--- src/rtl/mem_port_if.sv ---
// ---------------------------------------------------------------------------
// mem_port_if
// Bundles the signals around the shared memory port: the instruction-fetch
// request/response, the MEM-stage request/response, the pipeline stall
// outputs, and the registered RAM-side request with its completion.
//
// Modports:
//   slave  - the arbiter's view (takes requests, drives responses, stalls
//            and the RAM request; takes the RAM response)
//   master - the surrounding pipeline/RAM view (mirror of slave)
//
// Signals:
//   if_req, if_addr                  fetch request and address
//   if_rdata, if_done                fetch data and one-cycle completion
//   mem_req, mem_we, mem_addr,
//   mem_wdata                        MEM-stage load/store request
//   mem_rdata, mem_done              load data and one-cycle completion
//   stall_if, stall_pipe             pipeline freeze controls
//   ram_req, ram_we, ram_addr,
//   ram_wdata                        registered RAM request
//   ram_rdata, ram_ready             RAM read data and completion strobe
//   bus_err                          one-cycle timeout-abort indication
// ---------------------------------------------------------------------------
interface mem_port_if #(
  parameter int unsigned AW = 32,
  parameter int unsigned DW = 32
);
  logic          if_req;
  logic [AW-1:0] if_addr;
  logic [DW-1:0] if_rdata;
  logic          if_done;

  logic          mem_req;
  logic          mem_we;
  logic [AW-1:0] mem_addr;
  logic [DW-1:0] mem_wdata;
  logic [DW-1:0] mem_rdata;
  logic          mem_done;

  logic          stall_if;
  logic          stall_pipe;

  logic          ram_req;
  logic          ram_we;
  logic [AW-1:0] ram_addr;
  logic [DW-1:0] ram_wdata;
  logic [DW-1:0] ram_rdata;
  logic          ram_ready;

  logic          bus_err;

  modport slave (
    input  if_req, if_addr, mem_req, mem_we, mem_addr, mem_wdata,
           ram_rdata, ram_ready,
    output if_rdata, if_done, mem_rdata, mem_done, stall_if, stall_pipe,
           ram_req, ram_we, ram_addr, ram_wdata, bus_err
  );

  modport master (
    output if_req, if_addr, mem_req, mem_we, mem_addr, mem_wdata,
           ram_rdata, ram_ready,
    input  if_rdata, if_done, mem_rdata, mem_done, stall_if, stall_pipe,
           ram_req, ram_we, ram_addr, ram_wdata, bus_err
  );
endinterface

--- src/rtl/mem_port_arbiter.sv ---
// ---------------------------------------------------------------------------
// mem_port_arbiter
// Shares one unified memory port between instruction fetch and the MEM
// stage. Grants one requester at a time, holds a registered RAM request
// until ram_ready (or a wait timeout), returns data with a one-cycle done
// pulse, and produces the stalls that freeze the pipeline meanwhile.
//
// Ports:
//   clk    rising-edge clock
//   rst_n  asynchronous active-low reset
//   bus    mem_port_if.slave: fetch/MEM requests and responses, stall
//          outputs, registered RAM request, RAM response, bus_err
//
// Parameters:
//   AW, DW    address / data width
//   TIMEOUT   wait cycles in a grant before abort (1..255)
//   ERR_DATA  read data returned by an aborted read
// ---------------------------------------------------------------------------
module mem_port_arbiter #(
  parameter int unsigned   AW       = 32,
  parameter int unsigned   DW       = 32,
  parameter int unsigned   TIMEOUT  = 255,
  parameter logic [DW-1:0] ERR_DATA = 32'hDEAD_BEEF
) (
  input  logic      clk,
  input  logic      rst_n,
  mem_port_if.slave bus
);

  typedef enum logic [1:0] {IDLE, GNT_MEM, GNT_IF, RESP} state_t;
  typedef enum logic       {GRANT_IF, GRANT_MEM}         grant_t;

  // A grant aborts on the ready-less edge at which the counter would reach
  // TIMEOUT, so ram_req stays high for exactly TIMEOUT wait cycles.
  localparam logic [7:0] WAIT_LAST = 8'(TIMEOUT - 1);

  state_t        state_q,     state_d;
  grant_t        last_q,      last_d;
  logic [7:0]    wait_q,      wait_d;
  logic          ram_req_q,   ram_req_d;
  logic          ram_we_q,    ram_we_d;
  logic [AW-1:0] ram_addr_q,  ram_addr_d;
  logic [DW-1:0] ram_wdata_q, ram_wdata_d;
  logic [DW-1:0] if_rdata_q,  if_rdata_d;
  logic [DW-1:0] mem_rdata_q, mem_rdata_d;
  logic          if_done_q,   if_done_d;
  logic          mem_done_q,  mem_done_d;
  logic          bus_err_q,   bus_err_d;

  logic          pick_mem;
  logic          finish;
  logic [DW-1:0] rsp_data;

  // MEM wins unless IF is also asking and MEM was served last.
  assign pick_mem = bus.mem_req && (!bus.if_req || last_q == GRANT_IF);
  assign finish   = bus.ram_ready || (wait_q == WAIT_LAST);
  assign rsp_data = bus.ram_ready ? bus.ram_rdata : ERR_DATA;

  always_comb begin
    // NOTE: every signal gets a default before the case so no path leaves
    // one unassigned, which would otherwise infer a latch.
    state_d     = state_q;
    last_d      = last_q;
    wait_d      = wait_q;
    ram_req_d   = ram_req_q;
    ram_we_d    = ram_we_q;
    ram_addr_d  = ram_addr_q;
    ram_wdata_d = ram_wdata_q;
    if_rdata_d  = if_rdata_q;
    mem_rdata_d = mem_rdata_q;
    if_done_d   = 1'b0;
    mem_done_d  = 1'b0;
    bus_err_d   = 1'b0;

    case (state_q)
      IDLE: begin
        if (pick_mem) begin
          state_d     = GNT_MEM;
          last_d      = GRANT_MEM;
          wait_d      = '0;
          ram_req_d   = 1'b1;
          ram_we_d    = bus.mem_we;
          ram_addr_d  = bus.mem_addr;
          ram_wdata_d = bus.mem_wdata;
        end else if (bus.if_req) begin
          state_d     = GNT_IF;
          last_d      = GRANT_IF;
          wait_d      = '0;
          ram_req_d   = 1'b1;
          ram_we_d    = 1'b0;
          ram_addr_d  = bus.if_addr;
          ram_wdata_d = '0;
        end
      end

      GNT_MEM, GNT_IF: begin
        if (finish) begin
          state_d   = RESP;
          ram_req_d = 1'b0;
          ram_we_d  = 1'b0;
          bus_err_d = !bus.ram_ready;
          if (state_q == GNT_MEM) begin
            mem_done_d = 1'b1;
            // Stores leave the last load data in place.
            if (!ram_we_q) mem_rdata_d = rsp_data;
          end else begin
            if_done_d  = 1'b1;
            if_rdata_d = rsp_data;
          end
        end else begin
          wait_d = wait_q + 8'd1;
        end
      end

      // Done-pulse cycle; always back to IDLE so the completing
      // instruction's still-high request is not granted again here.
      RESP:    state_d = IDLE;
      default: state_d = IDLE;
    endcase
  end

  // NOTE: read-data holding registers are cleared by reset too, so the
  // visible outputs are defined zeros rather than X until first use.
  always_ff @(posedge clk or negedge rst_n) begin
    if (!rst_n) begin
      state_q     <= IDLE;
      last_q      <= GRANT_IF;
      wait_q      <= '0;
      ram_req_q   <= 1'b0;
      ram_we_q    <= 1'b0;
      ram_addr_q  <= '0;
      ram_wdata_q <= '0;
      if_rdata_q  <= '0;
      mem_rdata_q <= '0;
      if_done_q   <= 1'b0;
      mem_done_q  <= 1'b0;
      bus_err_q   <= 1'b0;
    end else begin
      // NOTE: non-blocking assignments so every flop samples pre-edge values.
      state_q     <= state_d;
      last_q      <= last_d;
      wait_q      <= wait_d;
      ram_req_q   <= ram_req_d;
      ram_we_q    <= ram_we_d;
      ram_addr_q  <= ram_addr_d;
      ram_wdata_q <= ram_wdata_d;
      if_rdata_q  <= if_rdata_d;
      mem_rdata_q <= mem_rdata_d;
      if_done_q   <= if_done_d;
      mem_done_q  <= mem_done_d;
      bus_err_q   <= bus_err_d;
    end
  end

  assign bus.ram_req    = ram_req_q;
  assign bus.ram_we     = ram_we_q;
  assign bus.ram_addr   = ram_addr_q;
  assign bus.ram_wdata  = ram_wdata_q;
  assign bus.if_rdata   = if_rdata_q;
  assign bus.mem_rdata  = mem_rdata_q;
  assign bus.if_done    = if_done_q;
  assign bus.mem_done   = mem_done_q;
  assign bus.bus_err    = bus_err_q;
  assign bus.stall_if   = bus.if_req  & ~if_done_q;
  assign bus.stall_pipe = bus.mem_req & ~mem_done_q;

endmodule

--- src/flat_wrapper.sv ---
// flat-port wrapper written by rule: the top's interface ports become plain ports
module mem_port_arbiter_flat 
#(
  parameter int unsigned   AW       = 32,
  parameter int unsigned   DW       = 32,
  parameter int unsigned   TIMEOUT  = 255,
  parameter logic [DW-1:0] ERR_DATA = 32'hDEAD_BEEF
)
  (clk, rst_n, bus_if_req, bus_if_addr, bus_mem_req, bus_mem_we, bus_mem_addr, bus_mem_wdata, bus_ram_rdata, bus_ram_ready, bus_if_rdata, bus_if_done, bus_mem_rdata, bus_mem_done, bus_stall_if, bus_stall_pipe, bus_ram_req, bus_ram_we, bus_ram_addr, bus_ram_wdata, bus_bus_err);
  mem_port_if #(.AW(AW), .DW(DW)) bus_i ();
  input  logic clk;
  input  logic rst_n;
  input wire logic [$bits(bus_i.if_req)-1:0] bus_if_req;
  input wire logic [$bits(bus_i.if_addr)-1:0] bus_if_addr;
  input wire logic [$bits(bus_i.mem_req)-1:0] bus_mem_req;
  input wire logic [$bits(bus_i.mem_we)-1:0] bus_mem_we;
  input wire logic [$bits(bus_i.mem_addr)-1:0] bus_mem_addr;
  input wire logic [$bits(bus_i.mem_wdata)-1:0] bus_mem_wdata;
  input wire logic [$bits(bus_i.ram_rdata)-1:0] bus_ram_rdata;
  input wire logic [$bits(bus_i.ram_ready)-1:0] bus_ram_ready;
  output wire logic [$bits(bus_i.if_rdata)-1:0] bus_if_rdata;
  output wire logic [$bits(bus_i.if_done)-1:0] bus_if_done;
  output wire logic [$bits(bus_i.mem_rdata)-1:0] bus_mem_rdata;
  output wire logic [$bits(bus_i.mem_done)-1:0] bus_mem_done;
  output wire logic [$bits(bus_i.stall_if)-1:0] bus_stall_if;
  output wire logic [$bits(bus_i.stall_pipe)-1:0] bus_stall_pipe;
  output wire logic [$bits(bus_i.ram_req)-1:0] bus_ram_req;
  output wire logic [$bits(bus_i.ram_we)-1:0] bus_ram_we;
  output wire logic [$bits(bus_i.ram_addr)-1:0] bus_ram_addr;
  output wire logic [$bits(bus_i.ram_wdata)-1:0] bus_ram_wdata;
  output wire logic [$bits(bus_i.bus_err)-1:0] bus_bus_err;
  assign bus_i.if_req = bus_if_req;
  assign bus_i.if_addr = bus_if_addr;
  assign bus_i.mem_req = bus_mem_req;
  assign bus_i.mem_we = bus_mem_we;
  assign bus_i.mem_addr = bus_mem_addr;
  assign bus_i.mem_wdata = bus_mem_wdata;
  assign bus_i.ram_rdata = bus_ram_rdata;
  assign bus_i.ram_ready = bus_ram_ready;
  assign bus_if_rdata = bus_i.if_rdata;
  assign bus_if_done = bus_i.if_done;
  assign bus_mem_rdata = bus_i.mem_rdata;
  assign bus_mem_done = bus_i.mem_done;
  assign bus_stall_if = bus_i.stall_if;
  assign bus_stall_pipe = bus_i.stall_pipe;
  assign bus_ram_req = bus_i.ram_req;
  assign bus_ram_we = bus_i.ram_we;
  assign bus_ram_addr = bus_i.ram_addr;
  assign bus_ram_wdata = bus_i.ram_wdata;
  assign bus_bus_err = bus_i.bus_err;
  mem_port_arbiter #(.AW(AW), .DW(DW), .TIMEOUT(TIMEOUT), .ERR_DATA(ERR_DATA)) u_core (.clk(clk), .rst_n(rst_n), .bus(bus_i));
endmodule
--- config.mk ---
export PLATFORM = sky130hd
export DESIGN_NAME = mem_port_arbiter_flat
export DESIGN_NICKNAME = d
export VERILOG_FILES = /design/src/rtl/mem_port_if.sv /design/src/rtl/mem_port_arbiter.sv /design/src/flat_wrapper.sv
export SDC_FILE = /design/constraint.sdc
export NUM_CORES = 1
export LEC_CHECK = 0
export ABC_CLOCK_PERIOD_IN_PS = 5500
export BUFFER_PORTS_ARGS = -buffer_cell sky130_fd_sc_hd__buf_2
export CORE_AREA = 5 5 135 98
export DETAILED_ROUTE_END_ITERATION = 10
export DIE_AREA = 0 0 140 103
export PLACE_DENSITY = 0.93
export SETUP_SLACK_MARGIN = 0.1
export SLEW_MARGIN = 20
export SYNTH_ARGS = -nofsm -noshare
export SYNTH_HDL_FRONTEND = slang
export SYNTH_SLANG_ARGS = --single-unit
export TNS_END_PERCENT = 20
--- constraint.sdc ---
create_clock -name clk -period 5.5 [get_ports clk]
set_clock_uncertainty 0.15 [all_clocks]
set_input_delay 0.55 -clock clk [delete_from_list [all_inputs] [get_ports clk]]
set_output_delay 0.55 -clock clk [all_outputs]
set_load 0.02 [all_outputs]
==> results.toml <==
[sta]
timing.final.crit_share_pct = 54.1
hold_violations = 1
final-max-slew-violation-count = 0
setup_violations = 0
worst_pin_slew_ns = 0.946
max-slew-margin-rel_pct = 36.7
hold_ws_ns = -0.00218
fmax_mhz = 336
grt_setup_unrepaired = "no"
layout_min_cycle_time_ns = 2.98
final.setup.tns_ns = 0

[synthesis]
async_reset_ff_share_pct = 100
synth_edf_count = 0
synth_fa_ha_area_share_pct = 1.27
synth_top_family_by_area = "compound AO/OA/AOI/OAI gates"
yosys_warnings = 0
muxShareOfSynthArea_pct = 6.40
synth.distinct_cells = 46
syn-num-nets = 594
yosysTopAreaCell = "dfrtp_1"
synth_top_area_share_pct = 61.2
synth_common_cells = "dfrtp_1, o32a_1, nand2_1"
synthTopCellsByArea = "dfrtp_1, o32a_1, mux2i_1, a22o_1, a32o_1"
yosysMostFrequentCell = "dfrtp_1"
ys_seq_elements = 144
yosys.area_share.simple_pct = 6.52
synth_seq_area_share_pct = 61.2
synth-compound-area-share_pct = 21.2
synth_xor_area_share_pct = 0
syn_avg_cell_area_sq_um = 13.0
synthFlopType = "dfrtp_1"
netlist_area_sq_mm = 0.00589
synthCells = 454

[finish]
drive_gt1_share_pct = 44.2
fin_cells = 882
area_delta_synth_final_pct = 34.1
fillers = 888
fin_nets = 847

[floorplanning]
io_pins = 269
die_x_um = 140
start_util_pct = 49.1
die_h_um = 103
fp.coreArea_sq_mm = 0.0120
num_rows = 34
die-area_sq_mm = 0.0144

[detailed_routing]
first_iter_violations = 180
ant_nets = 0
vias = 4892
post_drt_wl_per_cell_um = 19.0
drc_errors = 0
via_per_inst = 5.55
wl_um = 16700
dr.pass1.iters = 4

[clocking]
path_clk_slew_ns = 0.06
cts_buffer_depth = 2
clock_latency_ns = 0.40
cts.sinks = 144
ctsResizeCount = 0
cts_tree = "done"
root_buffer = "clkbuf_16"
hold_buffers = 0
htreeDepth = 4
post_cts_buffers = 0
cts_made_buffers = 17

[setup_path]
r2r_start = "u_core.state_q[1]"
start_kind = "flop"
required_ns = 5.64
crit_path_max_fanout = 16
worstPathCellList = "inv_1 > ha_1 > nand2_2 > nor2_1 > nand2b_1 > a32o_1"
reg2regPathDepth = 6
critPathSlowestCell = "nor2_1"
critical_path_class = "reg2reg"
r2r_end = "u_core.bus.mem_rdata[14]"
cpPeakStageDelay_ns = 0.74
crit_buf_inv = 1
cpLargestDelayFamily = "simple AND/OR/NAND/NOR gates"
crit_arrival_ns = 3.11
worst_setup_path_end_kind = "flop"
rrSetupSlack_ns = 2.52

[global_route]
grt_pass1_vias = 4894
grt_max_degree = 99
grt_pass1_wl_um = 26000
overflow = 0
antenna_found_initial = 0
grt_usage_pct = 22.8

[power]
p_leak_nw = 3.96
p_per_area_mw_per_mm2 = 666
ir_drop_uv = 448
finalPower_mw = 5.26

[placement]
dp_cells = 850
numPortBuffers = 268
dp_hpwl_um = 11900
place.gp.congestion = 0.885

[run]
cap_violations = 0

[min_path]
min-delay-path-class = "in2async"

[outcome]
status = "finished, violations left"
violations = "negative hold slack"
[flip-flops by register name (all words and copies together) (netlist names)]
signal and cells:
u_core.bus.mem_done 1, u_core.bus.ram_req 1, u_core.bus.mem_rdata 32, u_core.wait_q 8, u_core.bus.ram_we 1, u_core.state_q 2, u_core.bus.ram_wdata 32, u_core.bus.bus_err 1
u_core.bus.if_rdata 32, u_core.last_q 1, u_core.bus.if_done 1, u_core.bus.ram_addr 32
[how the worst max path moves through the flow]
stage / endpoint / start / depth (start not counted) / slack (ns)
5_1_grt: u_core.bus.mem_rdata[14] / u_core.state_q[1] / 6 / 2.29
3_3_place_gp: u_core.bus.mem_rdata[20] / u_core.state_q[1] / 6 / 2.61
6_report: u_core.bus.mem_rdata[14] / u_core.state_q[1] / 6 / 2.52
3_5_place_dp: u_core.bus.ram_we / bus_mem_req / 6 / 2.52
4_1_cts: u_core.bus.mem_rdata[14] / u_core.state_q[1] / 6 / 2.57
2_1_floorplan: u_core.bus.mem_rdata[10] / u_core.state_q[1] / 7 / 3.56
[power breakdown]
group          total, mW  internal (mW)  switching (mW)
logic               2.26          0.851            1.41
registers           1.85           1.56           0.296
clock network       1.14          0.688           0.454
[final cells by class]
| cell class | instances | area, sq um | area share, % |
|---|---|---|---|
| inverter | 5 | 18.8 | 0.238 |
| sequential | 144 | 3600 | 45.6 |
| antenna | 1 | 2.50 | 0.0317 |
| multi-input combinational | 268 | 2110 | 26.7 |
| clock inverter | 13 | 153 | 1.93 |
| tap | 162 | 203 | 2.57 |
| clock buffer | 18 | 439 | 5.56 |
| timing repair buffer | 271 | 1370 | 17.3 |
[cells in the final DEF (no fill, tap or decap), types with 5 or more instances in the layout]
master      instances
clkinvlp_4          5
o21ai_0            32
a32o_1             16
mux2i_1            35
inv_6               5
o32a_1             38
a2bb2oi_1          10
dfrtp_1           144
nand2_1            37
nor2_1             11
ha_1                6
buf_2             267
clkbuf_16          17
a22o_1             33
[cells by family after synthesis]
family	Yosys count
AND/OR/NAND/NOR	75
flip-flops	144
AO/OA/AOI/OAI	150
buffers and inverters	42
multiplexers	37
adder cells (fa/ha/maj)	6
[layer usage]
| metal | part of all wire (%) | GRT usage, % |
|---|---|---|
| met1 | 41 | 30.0 |
| met5 | 0 | 0 |
| met2 | 48 | 36.5 |
| met3 | 9.8 | 7.74 |
| met4 | 1.3 | 6.48 |
[through the flow]
step | util, % | setup WS (ns) | cell area (sq um)
floorplan | - | 3.56 | 5890
global placement | 60.9 | 2.61 | 7300
detailed placement | 60.9 | 2.52 | 7300
CTS | 65.8 | 2.57 | 7890
global route | 65.8 | 2.29 | 7900
finish | 65.8 | 2.52 | 7900
Power figures use the tool's default switching activity.
